--- src/rtl/regfile_write_arbiter.sv ---
// Two-requester write arbiter in front of a NREG x 32 register file with two
// bypassed combinational read ports and a saturating contention counter.
module regfile_write_arbiter #(
   parameter int NREG = 16,
   parameter int AW   = 4
) (
   input  logic          clk,
   input  logic          reset,
   input  logic          a_req,
   input  logic [AW-1:0] a_addr,
   input  logic [31:0]   a_data,
   output logic          a_gnt,
   input  logic          b_req,
   input  logic [AW-1:0] b_addr,
   input  logic [31:0]   b_data,
   output logic          b_gnt,
   input  logic [AW-1:0] rd0_addr,
   input  logic [AW-1:0] rd1_addr,
   output logic [31:0]   rd0_data,
   output logic [31:0]   rd1_data,
   output logic [7:0]    conflict_cnt
);

   typedef enum logic {
      LAST_A = 1'b0,
      LAST_B = 1'b1
   } last_gnt_t;

   last_gnt_t     r_last_gnt;
   logic [31:0]   r_regs [NREG];
   logic [7:0]    r_conflict_cnt;

   logic          w_contend;
   logic          w_a_gnt;
   logic          w_b_gnt;
   logic          w_wr_en;
   logic [AW-1:0] w_wr_addr;
   logic [31:0]   w_wr_data;

   assign w_contend = a_req & b_req;

   // Grants are forced low while reset is held so nothing can commit.
   always_comb begin
      w_a_gnt   = 1'b0;
      w_b_gnt   = 1'b0;
      w_wr_en   = 1'b0;
      w_wr_addr = '0;
      w_wr_data = '0;
      if (reset) begin
         if (w_contend) begin
            w_a_gnt = (r_last_gnt == LAST_B);
            w_b_gnt = (r_last_gnt == LAST_A);
         end else begin
            w_a_gnt = a_req;
            w_b_gnt = b_req;
         end
      end
      if (w_a_gnt) begin
         w_wr_en   = 1'b1;
         w_wr_addr = a_addr;
         w_wr_data = a_data;
      end else if (w_b_gnt) begin
         w_wr_en   = 1'b1;
         w_wr_addr = b_addr;
         w_wr_data = b_data;
      end
   end

   always_ff @(posedge clk or negedge reset) begin
      if (!reset) begin
         r_last_gnt <= LAST_B;
      end else if (w_a_gnt) begin
         r_last_gnt <= LAST_A;
      end else if (w_b_gnt) begin
         r_last_gnt <= LAST_B;
      end
   end

   always_ff @(posedge clk or negedge reset) begin
      if (!reset) begin
         r_conflict_cnt <= '0;
      end else if (w_contend && (r_conflict_cnt != 8'hFF)) begin
         r_conflict_cnt <= r_conflict_cnt + 8'd1;
      end
   end

   always_ff @(posedge clk or negedge reset) begin
      if (!reset) begin
         for (int unsigned i = 0; i < NREG; i++) begin
            r_regs[i] <= '0;
         end
      end else if (w_wr_en) begin
         r_regs[w_wr_addr] <= w_wr_data;
      end
   end

   // A write granted this cycle is forwarded to any read port addressing it.
   always_comb begin
      rd0_data = r_regs[rd0_addr];
      rd1_data = r_regs[rd1_addr];
      if (w_wr_en && (w_wr_addr == rd0_addr)) begin
         rd0_data = w_wr_data;
      end
      if (w_wr_en && (w_wr_addr == rd1_addr)) begin
         rd1_data = w_wr_data;
      end
   end

   assign a_gnt        = w_a_gnt;
   assign b_gnt        = w_b_gnt;
   assign conflict_cnt = r_conflict_cnt;

endmodule

--- config.mk ---
export PLATFORM = sky130hd
export DESIGN_NAME = regfile_write_arbiter
export DESIGN_NICKNAME = d
export VERILOG_FILES = /design/src/rtl/regfile_write_arbiter.sv
export SDC_FILE = /design/constraint.sdc
export NUM_CORES = 1
export LEC_CHECK = 0
export BUFFER_PORTS_ARGS = -buffer_cell sky130_fd_sc_hd__clkbuf_2
export CAP_MARGIN = 20
export CORE_UTILIZATION = 62
export CTS_CLUSTER_SIZE = 30
export DETAILED_ROUTE_END_ITERATION = 16
export PLACE_DENSITY = 0.83
export RECOVER_POWER = 25
export SLEW_MARGIN = 15
export SYNTH_ARGS = -nofsm -noshare
export SYNTH_HDL_FRONTEND = slang
export SYNTH_SLANG_ARGS = --single-unit
--- constraint.sdc ---
create_clock -name clk -period 3 [get_ports clk]
set_input_delay 0.15 -clock clk [delete_from_list [all_inputs] [get_ports clk]]
set_output_delay 0.15 -clock clk [all_outputs]
set_load 0.02 [all_outputs]
==> results of run 1 <==
[state kept, by name, summed over array words and instances (netlist names)]
name,cells
conflict_cnt,8
r_last_gnt,1
r_regs,512
[layout make-up]
cell class	count	area (um^2)	share of cell area [%]
clock buffer	79	1610	5.10
clock inverter	19	230	0.731
inverter	1	3.75	0.0119
multi-input combinational	1586	13300	42.2
sequential	521	13000	41.4
tap	585	732	2.32
timing repair buffer	291	2590	8.22
[Yosys cell counts (8+ instances only)]
cell type | instances | area (um^2)
clkbuf_1 | 123 | 462
nor4_4 | 8 | 170
mux2i_1 | 64 | 641
a21oi_2 | 28 | 245
a221oi_1 | 64 | 561
a21oi_1 | 485 | 2430
xnor2_1 | 10 | 87.6
buf_2 | 78 | 390
mux4_2 | 256 | 5770
nor2_1 | 516 | 1940
a22o_1 | 64 | 561
dfrtp_1 | 520 | 13000
buf_6 | 13 | 146
nor3_4 | 10 | 163
buf_1 | 15 | 56.3
a22oi_1 | 32 | 240
[power by group through the flow]
| stage | sequential, uW | combinational [uW] | clock (uW) |
|---|---|---|---|
| finish | 11000 | 7310 | 6920 |
| global route | 11200 | 7860 | 7200 |
| CTS | 10900 | 7200 | 6930 |
| detailed placement | 10900 | 6930 | 0 |
| global placement | 10600 | 6590 | 0 |
| floorplan | 10400 | 5300 | 0 |
[metal layers]
layer,vias to the layer above,wire length (um)
li1,8972,-
met1,11000,28600
met2,1674,40500
met3,326,8980
met4,0,3920
met5,-,0
[cells by family after synthesis]
kind of cell    synth area share (%)
compound gates                  15.3
xor+xnor                       0.481
fa+ha+maj                     0.0458
buf+inv                         3.93
flops                           47.7
mux                             23.5
simple gates                    9.02
[through the flow]
stage / util, % / setup slack, ns / area (um^2) / TNS (ns) / std cells
floorplan: - / 0.239 / 27300 / 0 / 2339
global placement: 67.5 / 0.161 / 29200 / 0 / 2967
detailed placement: 67.5 / 0.104 / 29200 / 0 / 2967
CTS: 72.5 / -0.306 / 31400 / -15.84 / 3078
global route: 72.8 / -0.436 / 31500 / -54.18 / 3082
finish: 72.8 / -0.383 / 31500 / -18.76 / 3082
[path summary, 6_finish.rpt]
kind | cells past startpoint | slack [ns] | endpoint | startpoint
max | 9 | -0.38 | rd1_data[7] | r_last_gnt$_DFFE_PN1P_
min reg2reg | 1 | 0.51 | conflict_cnt[7]$_DFFE_PN0P_ | conflict_cnt[7]$_DFFE_PN0P_
min | 4 | 0.02 | r_regs[503]$_DFFE_PN0P_ | b_data[23]
min in group asynchronous | 2 | 0.14 | r_last_gnt$_DFFE_PN1P_ | reset
max reg2reg | 9 | 0.10 | r_regs[172]$_DFFE_PN0P_ | r_last_gnt$_DFFE_PN1P_
max in group asynchronous | 5 | 0.07 | r_regs[366]$_DFFE_PN0P_ | reset
[repair_timing]
item | in CTS | in global routing
gates resized for setup | 72 | 69
hold buffers | 3 | 0
setup endpoints to repair | 64 | 64
endpoints found under the hold margin | 359 | 0
gates cloned | 3 | 2
pin swaps | 5 | 1
setup buffers | 7 | 0
[worst reg2reg max path, delay by kind of cell (launching register included)]
family / cells / cell delay, ns
AO/OA/AOI/OAI: 2 / 0.28
flip-flops: 1 / 0.53
AND/OR/NAND/NOR: 4 / 1.19
buffers and inverters: 3 / 0.79
==> flow_metrics.tcl, run 1 <==
set metrics [dict create \
    rows 76 \
    first_pass_iters 7 \
    p_sw_share_pct 32.1 \
    antenna_found_initial 0 \
    place_congestion 0.805 \
    cp_cell_sequence "and2b_2 -> o32ai_4 -> xor2_1 -> or3_4 -> nor3_4 -> buf_6 -> buf_12 -> mux2i_1 -> buf_4" \
    synth_warnings 0 \
    path_max_fanout 5 \
    crit_family "simple AND/OR/NAND/NOR gates" \
    final_common_cell "dfrtp_1" \
    power_uw 25200 \
    p_per_area_nw_per_um2 800 \
    slew_headroom_pct -64.3 \
    syn-num-nets 2424 \
    core_um2 43300 \
    slowest_stage "dfstp_2" \
    ctsRootBufferMaster "clkbuf_16" \
    async_reset_ff_share_pct 100 \
    final_cell_mix "dfrtp_1, nor2_1, a21oi_1" \
    viasPerCell 7.14 \
    run_status "finished, violations left" \
    synth_cell_type_count 45 \
    seq_area_frac_synth_pct 47.7 \
    fin_crit_sh_pct 113 \
    grt_pass1_wl_um 126000 \
    p_switching_uw 8100 \
    met3_usage_pct 8.01 \
    grt_use_met1_pct 48.0 \
    report.final.hold_viol_count 0 \
    gr-total-overflow 0 \
    rsz0062_at_grt "true" \
    wire_per_inst_um 26.6 \
    leakagePower_uw 0.0133 \
    grt_max_degree 183 \
    synth-seq-cells 521 \
    design.final.nets 2539 \
    portBuffers 157 \
    tritoncts "built" \
    cts_sinks 521 \
    maxSlewViolCount 179 \
    insertion_delay_ns 0.63 \
    critPathKind "reg -> out" \
    cts_buffers 53 \
    dp_hpwl_um 47400 \
    ys.flop_type "dfrtp_1" \
    max_cap_viol_count 1 \
    synth_area_um2 27300 \
    skew_ns 0.0284 \
    critPathRequiredTime_ns 2.85 \
    area_delta_synth_final_pct 15.2 \
    syn-instance-count 2339 \
    holdCritPathClass "in -> reg" \
    p_comb_share_pct 29.0 \
    use_met2_pct 59.7 \
    grt.total_usage_pct 37.3 \
    layout_min_cycle_time_ns 3.38 \
    wirelength_um 82000 \
    first_global_vias 22700 \
    h-tree-depth 2 \
    critPathArrivalTime_ns 3.23 \
    worstSetupEndpointType "output port" \
    pin_count 158 \
    vias 22000 \
    hold_slack_ns 0.0160 \
    fillers 2638 \
    p_seq_share_pct 43.5 \
    startpoint_type "flip-flop" \
    gr-max-usage-layer "met2" \
    start_util_pct 63.2 \
    dieWidth_um 212 \
    drtIter0Drc 3205 \
    drive_above_1_share_pct 28.5 \
    finalSetupViolCount 64 \
    ant_nets 0 \
    n_antenna_cell 0 \
    synth_edf_count 0 \
    critPathBufInv 3 \
    tightestPinTransition_ns 2.46 \
    drc 0 \
    power.internal_uw 17100 \
    cts_max_path_buffers 3 \
    violations "max-capacitance violations, max-slew violations, negative setup slack" \
    clkTransAtPathRegs_ns 0.06 \
    critical-path-max-stage-delay_ns 0.53 \
    setup_ws_ns -0.383 \
    clkPwrFrac_pct 27.4 \
    die-height_um 212 \
    avgSynthCellArea_um2 11.7 \
    fp.dieArea_um2 44900 \
    ir_drop_v 0.000463 \
    fmax_ghz 0.296 \
]
Power figures use the tool's default switching activity.
==> inputs of run 2 (changes only) <==
--- a/config.mk
+++ b/config.mk
@@ -5,12 +5,12 @@
 export SDC_FILE = /design/constraint.sdc
 export NUM_CORES = 1
 export LEC_CHECK = 0
-export BUFFER_PORTS_ARGS = -buffer_cell sky130_fd_sc_hd__clkbuf_2
 export CAP_MARGIN = 20
-export CORE_UTILIZATION = 62
+export CORE_UTILIZATION = 64
 export CTS_CLUSTER_SIZE = 30
 export DETAILED_ROUTE_END_ITERATION = 16
-export PLACE_DENSITY = 0.83
+export DONT_BUFFER_PORTS = 1
+export PLACE_DENSITY = 0.82
 export RECOVER_POWER = 25
 export SLEW_MARGIN = 15
 export SYNTH_ARGS = -nofsm -noshare
==> flow_metrics.tcl, run 2 (synthesized netlist as in run 1, its figures left out) <==
set metrics [dict create \
    run_status "finished, violations left" \
    violations "negative hold slack, max-slew violations, negative setup slack" \
    drive_above_1_share_pct 24.4 \
    place_congestion 0.786 \
    final_common_cell "dfrtp_1" \
    vias 21400 \
    maxSlewViolCount 447 \
    final_cell_mix "dfrtp_1, nor2_1, a21oi_1" \
    ctsRootBufferMaster "clkbuf_16" \
    critPathBufInv 4 \
    report.final.hold_viol_count 521 \
    hold_slack_ns -0.732 \
    max_cap_viol_count 0 \
    fin_crit_sh_pct 112 \
    register_area_um2 13000 \
    skew_ns 0.0133 \
    design.final.nets 2441 \
    wire_per_inst_um 27.7 \
    drtIter0Drc 2860 \
    holdCritPathClass "in -> async" \
    layout_min_cycle_time_ns 3.36 \
    p_per_area_nw_per_um2 800 \
    slew_headroom_pct -54.0 \
    h-tree-depth 2 \
    core_um2 42000 \
    drc 0 \
    cts_buffers 54 \
    setup_ws_ns -0.360 \
    clkTransAtPathRegs_ns 0.06 \
    tritoncts "built" \
    viasPerCell 7.27 \
    cts_sinks 521 \
    critPathRequiredTime_ns 2.85 \
    post-place-ws_ns 0.0824 \
    cts_max_path_buffers 3 \
    dp_hpwl_um 43200 \
    cts_hold_buf 36 \
    start_util_pct 65.0 \
    tightestPinTransition_ns 2.31 \
    grt_pass1_wl_um 127000 \
    rows 75 \
    die-height_um 209 \
    cp_cell_sequence "buf_4 -> nand2b_4 -> a32o_2 -> nand2_8 -> xnor2_2 -> nor3_4 -> buf_6 -> buf_12 -> mux2i_2 -> buf_4" \
    grt.total_usage_pct 38.6 \
    finalSetupViolCount 64 \
    fillers 2573 \
    critical-path-max-stage-delay_ns 0.53 \
    largest_reg_flops 512 \
    crit_path_frequent_cell "buf_4" \
    stdcell_count 2938 \
    placed_cells 2787 \
    critPathKind "reg -> out" \
    ant_nets 0 \
    leakagePower_uw 0.0127 \
    dieWidth_um 209 \
    portBuffers 0 \
    ir_drop_v 0.000506 \
    multi_input_area_um2 13400 \
    antenna_found_initial 0 \
    largest-register "r_regs" \
    worstSetupEndpointType "output port" \
    critPathArrivalTime_ns 3.21 \
    gr-total-overflow 0 \
    crit_family "buffers and inverters" \
    rsz0062_at_grt "true" \
    slowest_stage "dfstp_2" \
    insertion_delay_ns 0.59 \
    area_delta_synth_final_pct 12.6 \
    first_global_vias 22600 \
    fp.dieArea_um2 43500 \
    grt_max_degree 536 \
    startpoint_type "flip-flop" \
    wirelength_um 81400 \
    fmax_ghz 0.298 \
    first_pass_iters 6 \
    path_max_fanout 10 \
    pin_count 158 \
]
==> run 2: cell count changes in the layout (fill, tap and decap cells not counted), moves of 4 or more <==
cell           before  now
buf_4             149  125
clkbuf_8           18   14
clkbuf_2           88    0
dlygate4sd3_1       3   36
buf_16              5    1
buf_12             36   25
==> run 2: final timing paths <==
path	startpoint	endpoint	slack, ns	depth (start not counted)
setup reg to reg	r_last_gnt$_DFFE_PN1P_	r_regs[29]$_DFFE_PN0P_	0.21	7
hold reg to reg	r_regs[489]$_DFFE_PN0P_	r_regs[489]$_DFFE_PN0P_	0.54	2
hold / removal	reset	conflict_cnt[6]$_DFFE_PN0P_	-0.73	0
min in group clk	b_data[14]	r_regs[494]$_DFFE_PN0P_	0.01	3
max in group asynchronous	reset	r_regs[96]$_DFFE_PN0P_	1.92	0
setup / recovery	r_last_gnt$_DFFE_PN1P_	rd1_data[25]	-0.36	10
==> run 2: power by group <==
part / internal [uW] / switching, uW / leakage, uW
logic: 3790 / 3040 / 0.00522
clock network: 4040 / 2800 / 0.000901
registers: 9200 / 1780 / 0.00658
total: 17000 / 7610 / 0.0127
==> run 2: cell type report <==
cell class / instances / area share (%)
antenna: 1 / 0.00813
clock buffer: 81 / 5.24
clock inverter: 17 / 0.614
inverter: 1 / 0.0122
multi-input combinational: 1586 / 43.5
sequential: 521 / 42.4
tap: 539 / 2.19
timing repair buffer: 192 / 6.12
==> run 2: through the flow <==
step / total power (uW) / cell area [um^2] / setup TNS (ns) / utilization (%) / hold slack (ns)
3_5_place_dp: 17500 / 28300 / 0 / 67.3 / -0.135
2_1_floorplan: 15700 / 27300 / 0 / - / -0.146
3_3_place_gp: 16800 / 28300 / 0 / 67.3 / -0.133
6_report: 24600 / 30800 / -17.36 / 73.2 / -0.732
4_1_cts: 24400 / 30800 / -15.43 / 73.2 / -0.767
5_1_grt: 25700 / 30800 / -21.03 / 73.2 / -0.748
==> run 2: what timing repair did <==
action / CTS / global route
hold endpoints to repair: 679 / 521
pin swaps: 6 / 1
buffers inserted: 13 / 2
endpoints found under the setup margin: 64 / 166
gates cloned: 5 / 0
resized for setup: 15 / 21
==> run 2: layer usage <==
metal | vias up | track usage [%] | share of wire [%]
li1 | 8750 | - | -
met1 | 10900 | 47.8 | 35
met2 | 1455 | 62.4 | 49
met3 | 278 | 10.2 | 11
met5 | - | 0 | 0
met4 | 0 | 21.6 | 4.6
